--- src/rtl/fsm_seq_monitor.sv ---
// Receive-side checker for the IDLE->S1->S2 phase-code stream: tracks the
// 0->1->2->0 order, checks S1/S2 dwell lengths and counts completed sequences.
module fsm_seq_monitor #(
    parameter int unsigned S1_LEN = 5,
    parameter int unsigned S2_LEN = 7
) (
    input  logic                clk,
    input  logic                rst_n,
    input  logic [3:0]          din,
    input  logic                clr,
    output logic                locked,
    output logic                seq_done,
    output logic                err,
    output logic [1:0]          err_code,
    output logic [7:0]          seq_cnt
);

    localparam int unsigned DIN_W   = 4;
    localparam int unsigned DWELL_W = 8;
    localparam int unsigned CNT_W   = 8;
    localparam int unsigned CODE_W  = 2;

    localparam logic [DWELL_W-1:0] DWELL_MAX = '1;
    localparam logic [CNT_W-1:0]   CNT_MAX   = '1;
    localparam logic [DWELL_W-1:0] S1_LEN_C  = DWELL_W'(S1_LEN);
    localparam logic [DWELL_W-1:0] S2_LEN_C  = DWELL_W'(S2_LEN);

    localparam logic [DIN_W-1:0] CODE_IDLE = DIN_W'(0);
    localparam logic [DIN_W-1:0] CODE_S1   = DIN_W'(1);
    localparam logic [DIN_W-1:0] CODE_S2   = DIN_W'(2);

    localparam logic [CODE_W-1:0] ERR_ILLEGAL = CODE_W'(0);
    localparam logic [CODE_W-1:0] ERR_TRANS   = CODE_W'(1);
    localparam logic [CODE_W-1:0] ERR_S1_LEN  = CODE_W'(2);
    localparam logic [CODE_W-1:0] ERR_S2_LEN  = CODE_W'(3);

    typedef enum logic [1:0] {
        ST_HUNT = 2'd0,
        ST_IDLE = 2'd1,
        ST_S1   = 2'd2,
        ST_S2   = 2'd3
    } state_t;

    state_t              r_state;
    logic [DIN_W-1:0]    r_prev;
    logic [DWELL_W-1:0]  r_dwell;

    state_t              w_next;
    logic                w_change;
    logic                w_illegal;
    logic                w_err_hit;
    logic [CODE_W-1:0]   w_err_cause;
    logic                w_done_hit;

    assign w_change  = (din != r_prev);
    assign w_illegal = (din > CODE_S2);

    // Transition checks; r_dwell still holds the dwell of the code being left.
    always_comb begin
        w_next      = r_state;
        w_err_hit   = 1'b0;
        w_err_cause = ERR_ILLEGAL;
        w_done_hit  = 1'b0;
        case (r_state)
            ST_HUNT: begin
                if (din == CODE_IDLE) w_next = ST_IDLE;
            end
            ST_IDLE: begin
                if (w_change) begin
                    if (w_illegal) begin
                        w_err_hit   = 1'b1;
                        w_err_cause = ERR_ILLEGAL;
                    end else if (din == CODE_S1) begin
                        w_next = ST_S1;
                    end else begin
                        w_err_hit   = 1'b1;
                        w_err_cause = ERR_TRANS;
                    end
                end
            end
            ST_S1: begin
                if (w_change) begin
                    if (w_illegal) begin
                        w_err_hit   = 1'b1;
                        w_err_cause = ERR_ILLEGAL;
                    end else if (din != CODE_S2) begin
                        w_err_hit   = 1'b1;
                        w_err_cause = ERR_TRANS;
                    end else if (r_dwell != S1_LEN_C) begin
                        w_err_hit   = 1'b1;
                        w_err_cause = ERR_S1_LEN;
                    end else begin
                        w_next = ST_S2;
                    end
                end
            end
            ST_S2: begin
                if (w_change) begin
                    if (w_illegal) begin
                        w_err_hit   = 1'b1;
                        w_err_cause = ERR_ILLEGAL;
                    end else if (din != CODE_IDLE) begin
                        w_err_hit   = 1'b1;
                        w_err_cause = ERR_TRANS;
                    end else if (r_dwell != S2_LEN_C) begin
                        w_err_hit   = 1'b1;
                        w_err_cause = ERR_S2_LEN;
                    end else begin
                        w_done_hit = 1'b1;
                        w_next     = ST_IDLE;
                    end
                end
            end
            default: w_next = ST_HUNT;
        endcase
        if (w_err_hit) w_next = ST_HUNT;
    end

    // State, dwell tracking and registered status outputs.
    always_ff @(posedge clk or negedge rst_n) begin
        if (!rst_n) begin
            r_state  <= ST_HUNT;
            r_prev   <= '0;
            r_dwell  <= '0;
            locked   <= 1'b0;
            seq_done <= 1'b0;
            err      <= 1'b0;
            err_code <= '0;
            seq_cnt  <= '0;
        end else begin
            r_prev   <= din;
            r_state  <= w_next;
            locked   <= (w_next != ST_HUNT);
            seq_done <= w_done_hit;
            err      <= w_err_hit;
            if (w_change) begin
                r_dwell <= DWELL_W'(1);
            end else if (r_dwell != DWELL_MAX) begin
                r_dwell <= r_dwell + DWELL_W'(1);
            end
            // Clear takes precedence over the status update of the same edge.
            if (clr) begin
                seq_cnt  <= '0;
                err_code <= '0;
            end else begin
                if (w_err_hit) err_code <= w_err_cause;
                if (w_done_hit && (seq_cnt != CNT_MAX)) seq_cnt <= seq_cnt + CNT_W'(1);
            end
        end
    end

endmodule

--- config.mk ---
export PLATFORM = sky130hd
export DESIGN_NAME = fsm_seq_monitor
export DESIGN_NICKNAME = d
export VERILOG_FILES = /design/src/rtl/fsm_seq_monitor.sv
export SDC_FILE = /design/constraint.sdc
export NUM_CORES = 1
export LEC_CHECK = 0
export ABC_CLOCK_PERIOD_IN_PS = 2500
export CORE_MARGIN = 2
export CORE_UTILIZATION = 56
export CTS_BUF_LIST = sky130_fd_sc_hd__clkbuf_2 sky130_fd_sc_hd__clkbuf_4 sky130_fd_sc_hd__clkbuf_8
export DETAILED_ROUTE_END_ITERATION = 8
export GPL_TIMING_DRIVEN = 0
export PLACE_DENSITY = 0.81
export SYNTH_ARGS = -nofsm -noshare
export SYNTH_HDL_FRONTEND = slang
export SYNTH_SLANG_ARGS = --single-unit
--- constraint.sdc ---
create_clock -name clk -period 2.5 [get_ports clk]
set_clock_uncertainty 0.1 [all_clocks]
set_input_delay 0.25 -clock clk [delete_from_list [all_inputs] [get_ports clk]]
set_output_delay 0.25 -clock clk [all_outputs]
set_load 0.05 [all_outputs]
# Word level (Yosys, flattened, before mapping)

Index checks and enable logic that the tools add are counted.
Widths: inputs -> output; s select.

Add/sub/neg operators: 2
Order comparisons: 1
Eq/ne operators: 10
Mux-type cells: 49
Reduce and logical (&&, ||, !) cells: 8

Operators with widths:

| cell                | number |
|---|---|
| $mux 2              | 23 |
| $mux 8              | 4 |
| $mux 1              | 19 |
| $add 8x1->8 const B | 2 |
| $ne 8x3->1 const B  | 2 |
| $ne 8x8->1 const B  | 2 |
| $pmux 2 s4          | 1 |
| $reduce_bool 2->1   | 4 |
| $pmux 2 s3          | 1 |
| $eq 2x2->1 const B  | 2 |
| $eq 4x1->1 const B  | 1 |
| $gt 4x2->1 const B  | 1 |
| $logic_not 4->1     | 1 |
| $ne 4x2->1 const B  | 1 |
| $ne 4x4->1          | 1 |
| $reduce_bool 4->1   | 1 |
| $pmux 1 s3          | 1 |
| $eq 2x1->1 const B  | 1 |
| $logic_not 2->1     | 1 |
| $logic_and 1x1->1   | 1 |

Register bits after elaboration: 27
Bits of input ports: 7
Word-level logic and storage cells: 78

# Depth between registers and ports, before layout

Depth after elaboration: 9
Depth in mapped cells: 7

# Least setup slack after synthesis

OpenSTA, ideal clock, no wires.

Path kind: register to register
Start point: register r_dwell[3]
End point: register r_state[0]
Arrival time: 1.814 ns
Required time: 2.334 ns
Setup slack: 0.520 ns
Cell stages (with the launch flop): 6
Path through: dfrtp_1 or3_1 or4_1 o21ai_2 a22o_1 a221o_1

Word-level cells in the longest chain between the ends: 7
Elaborated cells on any way between the ends: 21
Classes of those cells: eq/ne (2); mux (19)

Ends and longest elaborated chain:

| item                                            | line    | source |
|---|---|---|
| start: declaration                              | 46      | `logic [DWELL_W-1:0] r_dwell;` |
| start signal: assignment                        | 139     | `r_dwell <= r_dwell + DWELL_W'(1);` |
| $ne 8x3->1, on equally long branches            | 105, 89 |  |
| $mux 2 (tied with other cells)                  | 105     | `end else if (r_dwell != S2_LEN_C) begin` |
| $mux 2 (tied with other cells)                  | 102     | `end else if (din != CODE_IDLE) begin` |
| $mux 2 (tied with other cells)                  | 99      | `if (w_illegal) begin` |
| $mux 2 (tied with other cells)                  | 98      | `if (w_change) begin` |
| $pmux 2 s4 / $pmux 1 s3 (equally long branches) | 64      | `case (r_state)` |
| $mux 2 (*)                                      | 116     | `if (w_err_hit) w_next = ST_HUNT;` |
| named net w_next[0]                             | 48      | `state_t w_next;` |
| end signal: assignment                          | 132     | `r_state <= w_next;` |
| end: declaration                                | 44      | `state_t r_state;` |

Mark *: on every way through the listed nets, which the timed path passes. The rest lies on a longest branch.
A chain may end at the register's enable or synchronous reset.

# Final worst setup path

Same ends and word-level chain as after synthesis.

==> metrics <==
Commonest cells post-synth dfrtp_1, nor2_1, nand2_1; area leader, netlist dfrtp_1; simple-gate area share of the yosys netlist 0.275; CTS Sinks 27; EDFF count, synth 0; GRT Resource Usage Total 0.215; ys flop type dfrtp_1; synthesized area ~0.0014 mm^2; Placeable Area 0.00245 mm^2; Die Wd between 50 and 60 um; yosys warns 0; CP Launch Type flop; RSZ-0062 raised after global routing no; Place WS -33.3 ps; Fillers 199; post-synthesis mux area share 0.0140; WP data arrival 2330 ps; # H-tree levels 1; Vias/cell slightly below 6; pwr dens 421 mW/mm^2; largest net degree at the start of global routing 28; placed cell areas 0.00165 mm^2; Final Instance Area 0.00168 mm^2; Final nets 175; CP Cell Sequence or3_1, or4_1, o21ai_2, a22o_1, a221o_1; Pleak 0.734 nW; Num CTS Buffers 3; xor/xnor share of the synthesized area 0.0551; 1st-iter DRT viols 15; row count 18; min cycle time layout 2160 ps; Hold Violations, Final 0; class of the worst hold path in -> reg; full die area just under 0.003 mm^2; Slew headroom 0.608; global-route wire length before repair roughly 4600 um; CP max stage cell or4_1; Inserted Diodes 0; TritonRoute pass-1 iters 4; synthesized area per cell 10.2 um^2; fin crit share 0.864; setup_tns 0 ps; Post-Synth Adder-Cell Area 0.0262; sequential-to-total area share from yosys stat 0.472; Compound-Gate Fraction of Synth Area 0.128; CTS root buf clkbuf_4; CTS tree yes; Critical Path Max Stage Delay between 500 and 600 ps; Buf+Inv Stages, Crit Path 0; initial antenna violation count 0; die height between 50 and 60 um; delay-heaviest family, CP simple AND/OR/NAND/NOR gates; worst skew pair latency 330 ps; final setup margin roughly 340 ps; Crit Path Class reg -> reg; top post-synthesis cells by area dfrtp_1, xnor2_1, nor2_1; Final Max Slew Viols 0; Req. time, crit path 2670 ps; clock transition at the registers of the reported paths 150 ps; Syn Inst Count 141; status complete, no violations; Final setup viols 0; synth unique cells between 40 and 50; FFs w/ async S/R, synth 1.00; WHS Path Cells 2; vias in the first global route around 1100; most numerous cell in the Yosys netlist dfrtp_1; Post-Route WL 2780 um; CP Capture Type flop; Pwr Total 0.708 mW; Via Count 1146; Yosys reg bits 27; initial core utilization 0.583; FMAX about 0.46 GHz; syn_nets 151; share of layout cells above drive strength 1 0.0610; DR WL/cell 14.4 um; Post-Route Utilization 0.685; Post-CTS Resized 0; Max clock buf depth 2; Top Ports 20; synthesis-to-layout area growth 17.5%; IO buf count 18; area share of the largest cell type after synthesis 0.472; r2r worst-path depth 5; antenna viol nets, final 0; RD Place Congestion approximately 0.84; MaxCap Viol Count 0; VDD IR max 0.382 mV; CP Max Fanout 6; hpwl dp between 2000 and 2500 um; largest family of logic cells by synthesized area simple AND/OR/NAND/NOR gates; Remaining DRCs 0; slew of the pin with the lowest slew margin 588 ps; number of cells on the critical path 5; total global routing overflow 0
==> per-stage QoR <==
step                      hold WS [ps]  std cells
after floorplan                   -146        141
after global placement             451        189
after detailed placement           455        189
after CTS                          171        193
after global routing               207        194
final                              173        194
==> state kept, by name, indices dropped and copies added, names as in the netlist <==
name      cells
seq_cnt       8
err_code      2
r_prev        4
r_dwell       8
r_state       2
seq_done      1
err           1
locked        1
==> metal layers <==
metal  GRT usage  wire, um  vias up
li1            -         -      567
met5           0         0        -
met4      0.0750        38        0
met2       0.394      1390       20
met3      0.0246        84        4
met1       0.258      1280      555
==> logic make-up (layout without fill, tap and decap cells) <==
family	after synthesis	in the layout
adders and majority gates	3	3
and+or+nand+nor	63	63
DFF	27	27
xor gates and xnor gates	9	9
AOI/OAI and AO/OA	28	28
buffers and inverters	9	32
muxes	2	2
==> repair_timing <==
item                                    in CTS  in global routing
hold buffers                                 0                  1
setup buffers                                0                  0
hold endpoints to repair                     0                 27
endpoints found under the setup margin       0                  0
==> report_power, final <==
| group | switching [mW] | leakage [nW] | internal, mW | total (mW) |
|---|---|---|---|---|
| Combinational | 0.0418 | 0.354 | 0.0248 | 0.0665 |
| Clock | 0.132 | 0.0177 | 0.0601 | 0.192 |
| Sequential | 0.00468 | 0.362 | 0.444 | 0.449 |
==> area by class of cell <==
type,count,area (um^2),area share
Buffer,5,26.3,0.0156
Clock buffer,3,22.5,0.0134
Clock inverter,1,5.00,0.00298
Inverter,4,15.0,0.00893
Multi-Input combinational cell,105,714,0.425
Sequential cell,27,676,0.402
Tap cell,30,37.5,0.0223
Timing Repair Buffer,19,185,0.110
==> final timing paths <==
path	start	end	slack, ps
max in group asynchronous	rst_n	r_dwell[2]$_DFFE_PN0P_	1580
hold reg to reg	err_code[1]$_DFFE_PN0P_	err_code[1]$_DFFE_PN0P_	470
hold / removal	clr	seq_cnt[0]$_DFFE_PN0P_	170
setup / recovery	r_dwell[3]$_DFFE_PN0P_	r_state[0]$_DFF_PN0_	340
min in group asynchronous	rst_n	err$_DFF_PN0_	330
setup reg to reg	r_dwell[3]$_DFFE_PN0P_	r_state[0]$_DFF_PN0_	340
==> cells in the final DEF (no fill, tap or decap), types with 5 or more instances in the layout <==
master / n
clkdlybuf4s50_1: 17
a21oi_1: 8
nand3_1: 5
o21ai_0: 7
nand4_1: 6
nor2_1: 11
dfrtp_1: 27
nand2_1: 9
xnor2_1: 5
Note: power is estimated with default switching activity, not from simulation.
